### config.mk
export PLATFORM = sky130hd
export DESIGN_NAME = sdc_rx_byte_packer
export DESIGN_NICKNAME = d
export VERILOG_FILES = /design/src/rtl/sdc_pkg.sv /design/src/rtl/sdc_word_fifo.sv /design/src/rtl/sdc_rx_byte_packer.sv
export SDC_FILE = /design/constraint.sdc
export NUM_CORES = 1
export LEC_CHECK = 0
export CAP_MARGIN = 20
export CORE_MARGIN = 10
export CORE_UTILIZATION = 35
export CTS_CLUSTER_SIZE = 12
export DETAILED_ROUTE_END_ITERATION = 8
export GPL_TIMING_DRIVEN = 0
export SLEW_MARGIN = 20
export SYNTH_ARGS = -nofsm -noshare
export SYNTH_HDL_FRONTEND = slang
export SYNTH_SLANG_ARGS = --single-unit
### constraint.sdc
create_clock -name clk -period 7.7 [get_ports clk]
set_input_delay 2.31 -clock clk [delete_from_list [all_inputs] [get_ports clk]]
set_output_delay 2.31 -clock clk [all_outputs]
set_load 0.005 [all_outputs]
### src/rtl/sdc_pkg.sv
// Shared definitions for the SD controller receive datapath.
// Contents:
//   - byte-lane index width
//   - byte-keep constants
//   - packer state enumeration
//   - helper that maps the index of a word's final byte to its keep mask
package sdc_pkg;

  localparam int unsigned IDX_W = 2;

  localparam logic [3:0] KEEP_1B = 4'b0001;
  localparam logic [3:0] KEEP_2B = 4'b0011;
  localparam logic [3:0] KEEP_3B = 4'b0111;
  localparam logic [3:0] KEEP_4B = 4'b1111;

  typedef enum logic [1:0] {
    RUN   = 2'd0,
    DRAIN = 2'd1,
    DONE  = 2'd2
  } pk_state_e;

  // Keep mask for a word whose final byte landed in lane idx.
  function automatic logic [3:0] keep_upto(input logic [IDX_W-1:0] idx);
    logic [3:0] k;
    case (idx)
      2'd0:    k = KEEP_1B;
      2'd1:    k = KEEP_2B;
      2'd2:    k = KEEP_3B;
      default: k = KEEP_4B;
    endcase
    return k;
  endfunction

endpackage

### src/rtl/sdc_word_fifo.sv
// Synchronous FIFO for packed receive words.
// Ports:
//   clk, rst        clock, synchronous active-high reset
//   push_i, data_i  write strobe and entry; ignored when full unless pop_i
//   full_o          FIFO holds DEPTH entries
//   pop_i           remove head; ignored when empty
//   empty_o         no entries
//   data_o          head entry, driven straight from storage registers
module sdc_word_fifo #(
  parameter int unsigned W     = 36,
  parameter int unsigned DEPTH = 2
) (
  input  logic         clk,
  input  logic         rst,
  input  logic         push_i,
  input  logic [W-1:0] data_i,
  output logic         full_o,
  input  logic         pop_i,
  output logic         empty_o,
  output logic [W-1:0] data_o
);

  localparam int unsigned PW = (DEPTH > 1) ? $clog2(DEPTH) : 1;
  localparam int unsigned CW = PW + 1;

  logic [W-1:0]  mem_q [DEPTH];
  logic [PW-1:0] wr_q, rd_q;
  logic [CW-1:0] cnt_q;
  logic          wr_en, rd_en;

  assign full_o  = (cnt_q == CW'(DEPTH));
  assign empty_o = (cnt_q == '0);
  assign rd_en   = pop_i && !empty_o;
  // A pop in the same cycle frees the slot, so a push into a full FIFO succeeds.
  assign wr_en   = push_i && (!full_o || pop_i);
  assign data_o  = mem_q[rd_q];

  always_ff @(posedge clk) begin
    if (rst) begin
      wr_q  <= '0;
      rd_q  <= '0;
      cnt_q <= '0;
      for (int unsigned i = 0; i < DEPTH; i++) mem_q[i] <= '0;
    end else begin
      if (wr_en) begin
        mem_q[wr_q] <= data_i;
        wr_q        <= wr_q + 1'b1;
      end
      if (rd_en) rd_q <= rd_q + 1'b1;
      case ({wr_en, rd_en})
        2'b10:   cnt_q <= cnt_q + 1'b1;
        2'b01:   cnt_q <= cnt_q - 1'b1;
        default: cnt_q <= cnt_q;
      endcase
    end
  end

endmodule

### src/rtl/sdc_rx_byte_packer.sv
// Packs the SD receiver byte stream into 32-bit little-endian words with
// byte-keep, counts blocks and buffers words toward the DMA.
// Ports:
//   clk, rst                  sd_clk, synchronous active-high reset
//   rx_data_in/valid/last     byte stream from the receiver (no backpressure)
//   block_cnt                 blocks to receive, 0 = unlimited
//   rx_data_out/keep/valid    FIFO head word, keep mask, valid
//   rx_ready_out              consumer accept
//   rx_finish                 all blocks packed and drained (sticky)
//   overflow                  a word was dropped on a full FIFO (sticky)
module sdc_rx_byte_packer
  import sdc_pkg::*;
#(
  parameter int unsigned BLKCNT_W   = 16,
  parameter int unsigned FIFO_DEPTH = 2
) (
  input  logic                clk,
  input  logic                rst,
  input  logic [7:0]          rx_data_in,
  input  logic                rx_valid_in,
  input  logic                rx_last_in,
  input  logic [BLKCNT_W-1:0] block_cnt,
  output logic [31:0]         rx_data_out,
  output logic [3:0]          rx_keep_out,
  output logic                rx_valid_out,
  input  logic                rx_ready_out,
  output logic                rx_finish,
  output logic                overflow
);

  pk_state_e         state_q;
  logic [31:0]       asm_q;
  logic [IDX_W-1:0]  idx_q;
  logic [BLKCNT_W-1:0] blk_q;
  logic              finish_q, ovf_q;

  logic        accept, complete, final_blk, pop, full, empty;
  logic [31:0] word_d;
  logic [35:0] head;

  assign accept    = rx_valid_in && (state_q == RUN);
  assign complete  = accept && ((idx_q == IDX_W'(3)) || rx_last_in);
  assign final_blk = rx_last_in && (block_cnt != '0) && (blk_q == block_cnt - 1'b1);
  assign pop       = rx_valid_out && rx_ready_out;

  // Unused lanes stay zero because asm_q is cleared after every flush.
  always_comb begin
    word_d = asm_q;
    word_d = asm_q | ({24'b0, rx_data_in} << {idx_q, 3'b000});
  end

  sdc_word_fifo #(
    .W     (36),
    .DEPTH (FIFO_DEPTH)
  ) u_fifo (
    .clk     (clk),
    .rst     (rst),
    .push_i  (complete),
    .data_i  ({word_d, keep_upto(idx_q)}),
    .full_o  (full),
    .pop_i   (pop),
    .empty_o (empty),
    .data_o  (head)
  );

  assign rx_data_out  = head[35:4];
  assign rx_keep_out  = head[3:0];
  assign rx_valid_out = !empty;
  assign rx_finish    = finish_q;
  assign overflow     = ovf_q;

  always_ff @(posedge clk) begin
    if (rst) begin
      state_q  <= RUN;
      asm_q    <= '0;
      idx_q    <= '0;
      blk_q    <= '0;
      finish_q <= 1'b0;
      ovf_q    <= 1'b0;
    end else begin
      case (state_q)
        RUN: begin
          if (accept) begin
            if (complete) begin
              asm_q <= '0;
              idx_q <= '0;
              if (full && !pop) ovf_q <= 1'b1;
            end else begin
              asm_q <= word_d;
              idx_q <= idx_q + 1'b1;
            end
            if (rx_last_in) begin
              blk_q <= blk_q + 1'b1;
              if (final_blk) state_q <= DRAIN;
            end
          end
        end
        DRAIN: begin
          if (empty) begin
            state_q  <= DONE;
            finish_q <= 1'b1;
          end
        end
        DONE:    state_q <= DONE;
        default: state_q <= RUN;
      endcase
    end
  end

endmodule
==> results.toml <==
[logic_synthesis]
yosysWarnings = 0
ys_seq_area_frac = 0.550
synth_seq_cells = 131
ys.flop_type = "edfxtp_1"
synth_edf_count = 70
synth.area.top_cells = "edfxtp_1 (35%), dfxtp_1 (20%), nor2_1 (8.8%), mux2_2 (6.7%), a22oi_1 (4.1%)"
synth_largest_area_cell = "edfxtp_1"
synth_cells = 582
syn_area_mm2 = 0.00604
syn-num-nets = 619
ys_types = 56
synth_top_area_frac = 0.348
syn_area_per_cell_um2 = 10.4
ys_async_sr_fraction = 0

[timing]
tightest_slew_ns = 0.971
slew_headroom = 0.348
clock_skew_ns = 0.00817
drv_slew = 0
finalSetupTns_ns = 0
timing.final.crit_period_ns = 4.89
finalWorstSetupSlack_ns = 2.81
hold_violations = 0
grt_setup_unrepaired = "false"
max_freq_mhz = 205
setup_viol = 0
post-route-period-util = 0.635
holdWs_ns = 0.449

[worst_setup_path]
arrival_ns = 5.17
critPathCaptureType = "register"
startpoint_type = "primary input"
critPathMaxStageDelay_ns = 0.78
critPathBufInv = 1
rrSetupSlack_ns = 4.83
rr_endpoint = "u_fifo.mem_q[0][14]"
worstPathCellList = "clkdlybuf4s50_1 > nor4_1 > nand4_1 > o31a_1 > o31a_1 > nor2_1 > a2bb2oi_1 > o211ai_1"
critical_path_class = "primary input to register"
cp_slowest_cell = "nor4_1"
rr_startpoint = "idx_q[0]"
cpMostUsedCell = "o31a_1"
critPathRequiredTime_ns = 7.98
worstRegToRegCells = 8
path_delay_family = "simple AND/OR/NAND/NOR gates"
critPathMaxFanout = 8

[routing]
vias_per_cell = 5.14
final_antenna_net_count = 0
wirelength_mm = 14.9
firstDrtPassIters = 5
wire_per_inst_um = 16.7
drc = 0
num_vias = 4589
drt_iter0_markers = 325

[finish]
layout_commonest_cell = "nor2_1"
drive_above_1_share = 0.125
fin_area_mm2 = 0.00750
multi_input_area_mm2 = 0.00251
regArea_mm2 = 0.00332
area_growth_pct = 24.2
final_util = 0.448
nets = 696
final_cell_mix = "nor2_1 (142), edfxtp_1 (70), dfxtp_1 (61)"
fillers = 1574
layout.cells.non_filler = 893

[clock_network]
clk_pin_slew_ns = 0.05
insertion_delay_ns = 0.41
cts_buffers = 17
root_buffer = "clkbuf_16"
htree_num_levels = 4
ctsHoldBuffers = 0
cts_resized = 0
cts_max_path_buffers = 2
cts_setup_buffers = 0
cts_sinks = 131
cts_tree = "done"

[power]
pwr-share-seq = 0.416
pwr-share-clk = 0.412
intPower_mw = 1.44
netSwitchingPower_uw = 454
power_density_mw_per_mm2 = 253
ir_drop_v = 0.000155
fin_total_pwr_mw = 1.90
leakage_nw = 2.62
p_comb_frac = 0.173
switching_share = 0.240

[floorplanning]
core-area_mm2 = 0.0168
dieHeight_um = 151
start_util = 0.361
fp.dieW_um = 151
num_rows = 47
dieArea_mm2 = 0.0229
io_pins = 68

[global_routing]
met3_usage = 0.0471
grt_use_total = 0.134
grt_pass1_vias = 4611
antenna_found_initial = 1
use_met2 = 0.218
grt-busiest-layer = "met2"
grt_pass1_wl_mm = 23.9
gr-total-overflow = 0
grt_use_met1 = 0.164
grt_max_degree = 36

[status]
status = "completed"

[worst_hold_path]
worstHoldEndpoint = "u_fifo.mem_q[1][0]"
min_path_type = "register to register"
hold_start = "u_fifo.mem_q[1][0]"
worstHoldPathCells = 2

[placement]
place.gp.congestion = 0.852
port_buffers = 57
place_area_mm2 = 0.00692
dp_hpwl_mm = 10.7
preCtsSetupSlack_ns = 2.45
dp.cells = 860

[run]
max_cap_violations = 0
[worst register-to-register path, stage by stage, from the launching register on]
cell and delay (ns):
dfxtp_1 0.39, ha_1 0.29, o211ai_1 0.53, inv_1 0.12, nand2_1 0.17, or3_1 0.13, clkbuf_1 0.38, clkbuf_1 0.47
nor2_1 0.12
[cell type report]
cell class	instances	area share
Inverter	15	0.00750
Clock buffer	23	0.0680
Buffer	37	0.0212
Clock inverter	9	0.00967
Multi-Input combinational cell	399	0.334
Antenna cell	1	0.000333
Sequential cell	131	0.443
Timing Repair Buffer	58	0.0797
Tap cell	220	0.0367
[synth_stat cells, drive strengths merged, types with 5 or more instances]
| cell type | n |
|---|---|
| edfxtp | 70 |
| clkbuf | 23 |
| ha | 8 |
| dfxtp | 61 |
| inv | 15 |
| nor2 | 142 |
| xor2 | 16 |
| or3 | 8 |
| buf | 14 |
| mux2 | 36 |
| xnor2 | 21 |
| nor4 | 7 |
| nor3 | 8 |
| a22oi | 33 |
| and3 | 5 |
| nand3 | 9 |
| nand4 | 6 |
| o21ai | 6 |
| nand2 | 13 |
| a21oi | 41 |
[worst max-delay path by stage]
stage	start	endpoint	cells after the start
after global placement	rx_last_in	u_fifo.mem_q[1][4]	7
after global routing	block_cnt[7]	state_q[1]	8
after CTS	register	rx_data_out[20]	4
after floorplan	block_cnt[2]	state_q[0]	9
after detailed placement	block_cnt[7]	state_q[1]	8
final	block_cnt[7]	state_q[1]	8
[cells by family after synthesis]
logic type / synth area share
flip-flops: 0.550
adder cells (fa/ha/maj): 0.0166
XOR/XNOR: 0.0536
AND/OR/NAND/NOR: 0.163
AO/OA/AOI/OAI: 0.113
multiplexers: 0.0687
buffers and inverters: 0.0356
[power groups by stage]
stage / clock (mW) / combinational [mW] / sequential [mW]
6_report: 0.780 / 0.328 / 0.788
4_1_cts: 0.795 / 0.338 / 0.788
2_1_floorplan: 0 / 0.175 / 0.798
5_1_grt: 0.826 / 0.359 / 0.792
3_3_place_gp: 0 / 0.328 / 0.801
3_5_place_dp: 0 / 0.335 / 0.802
[routing by layer]
layer,vias up,routed length [um]
met5,-,0
met2,131,7320
met4,0,140
met1,2217,6430
li1,2222,-
met3,19,1030
[state kept, by name, summed over array words and instances, names as in the netlist, 2 cells and up, named ones only]
name / count
u_fifo.mem_q: 72
asm_q: 32
blk_q: 16
idx_q: 2
state_q: 2
u_fifo.cnt_q: 2
Note: power is estimated with default switching activity, not from simulation.
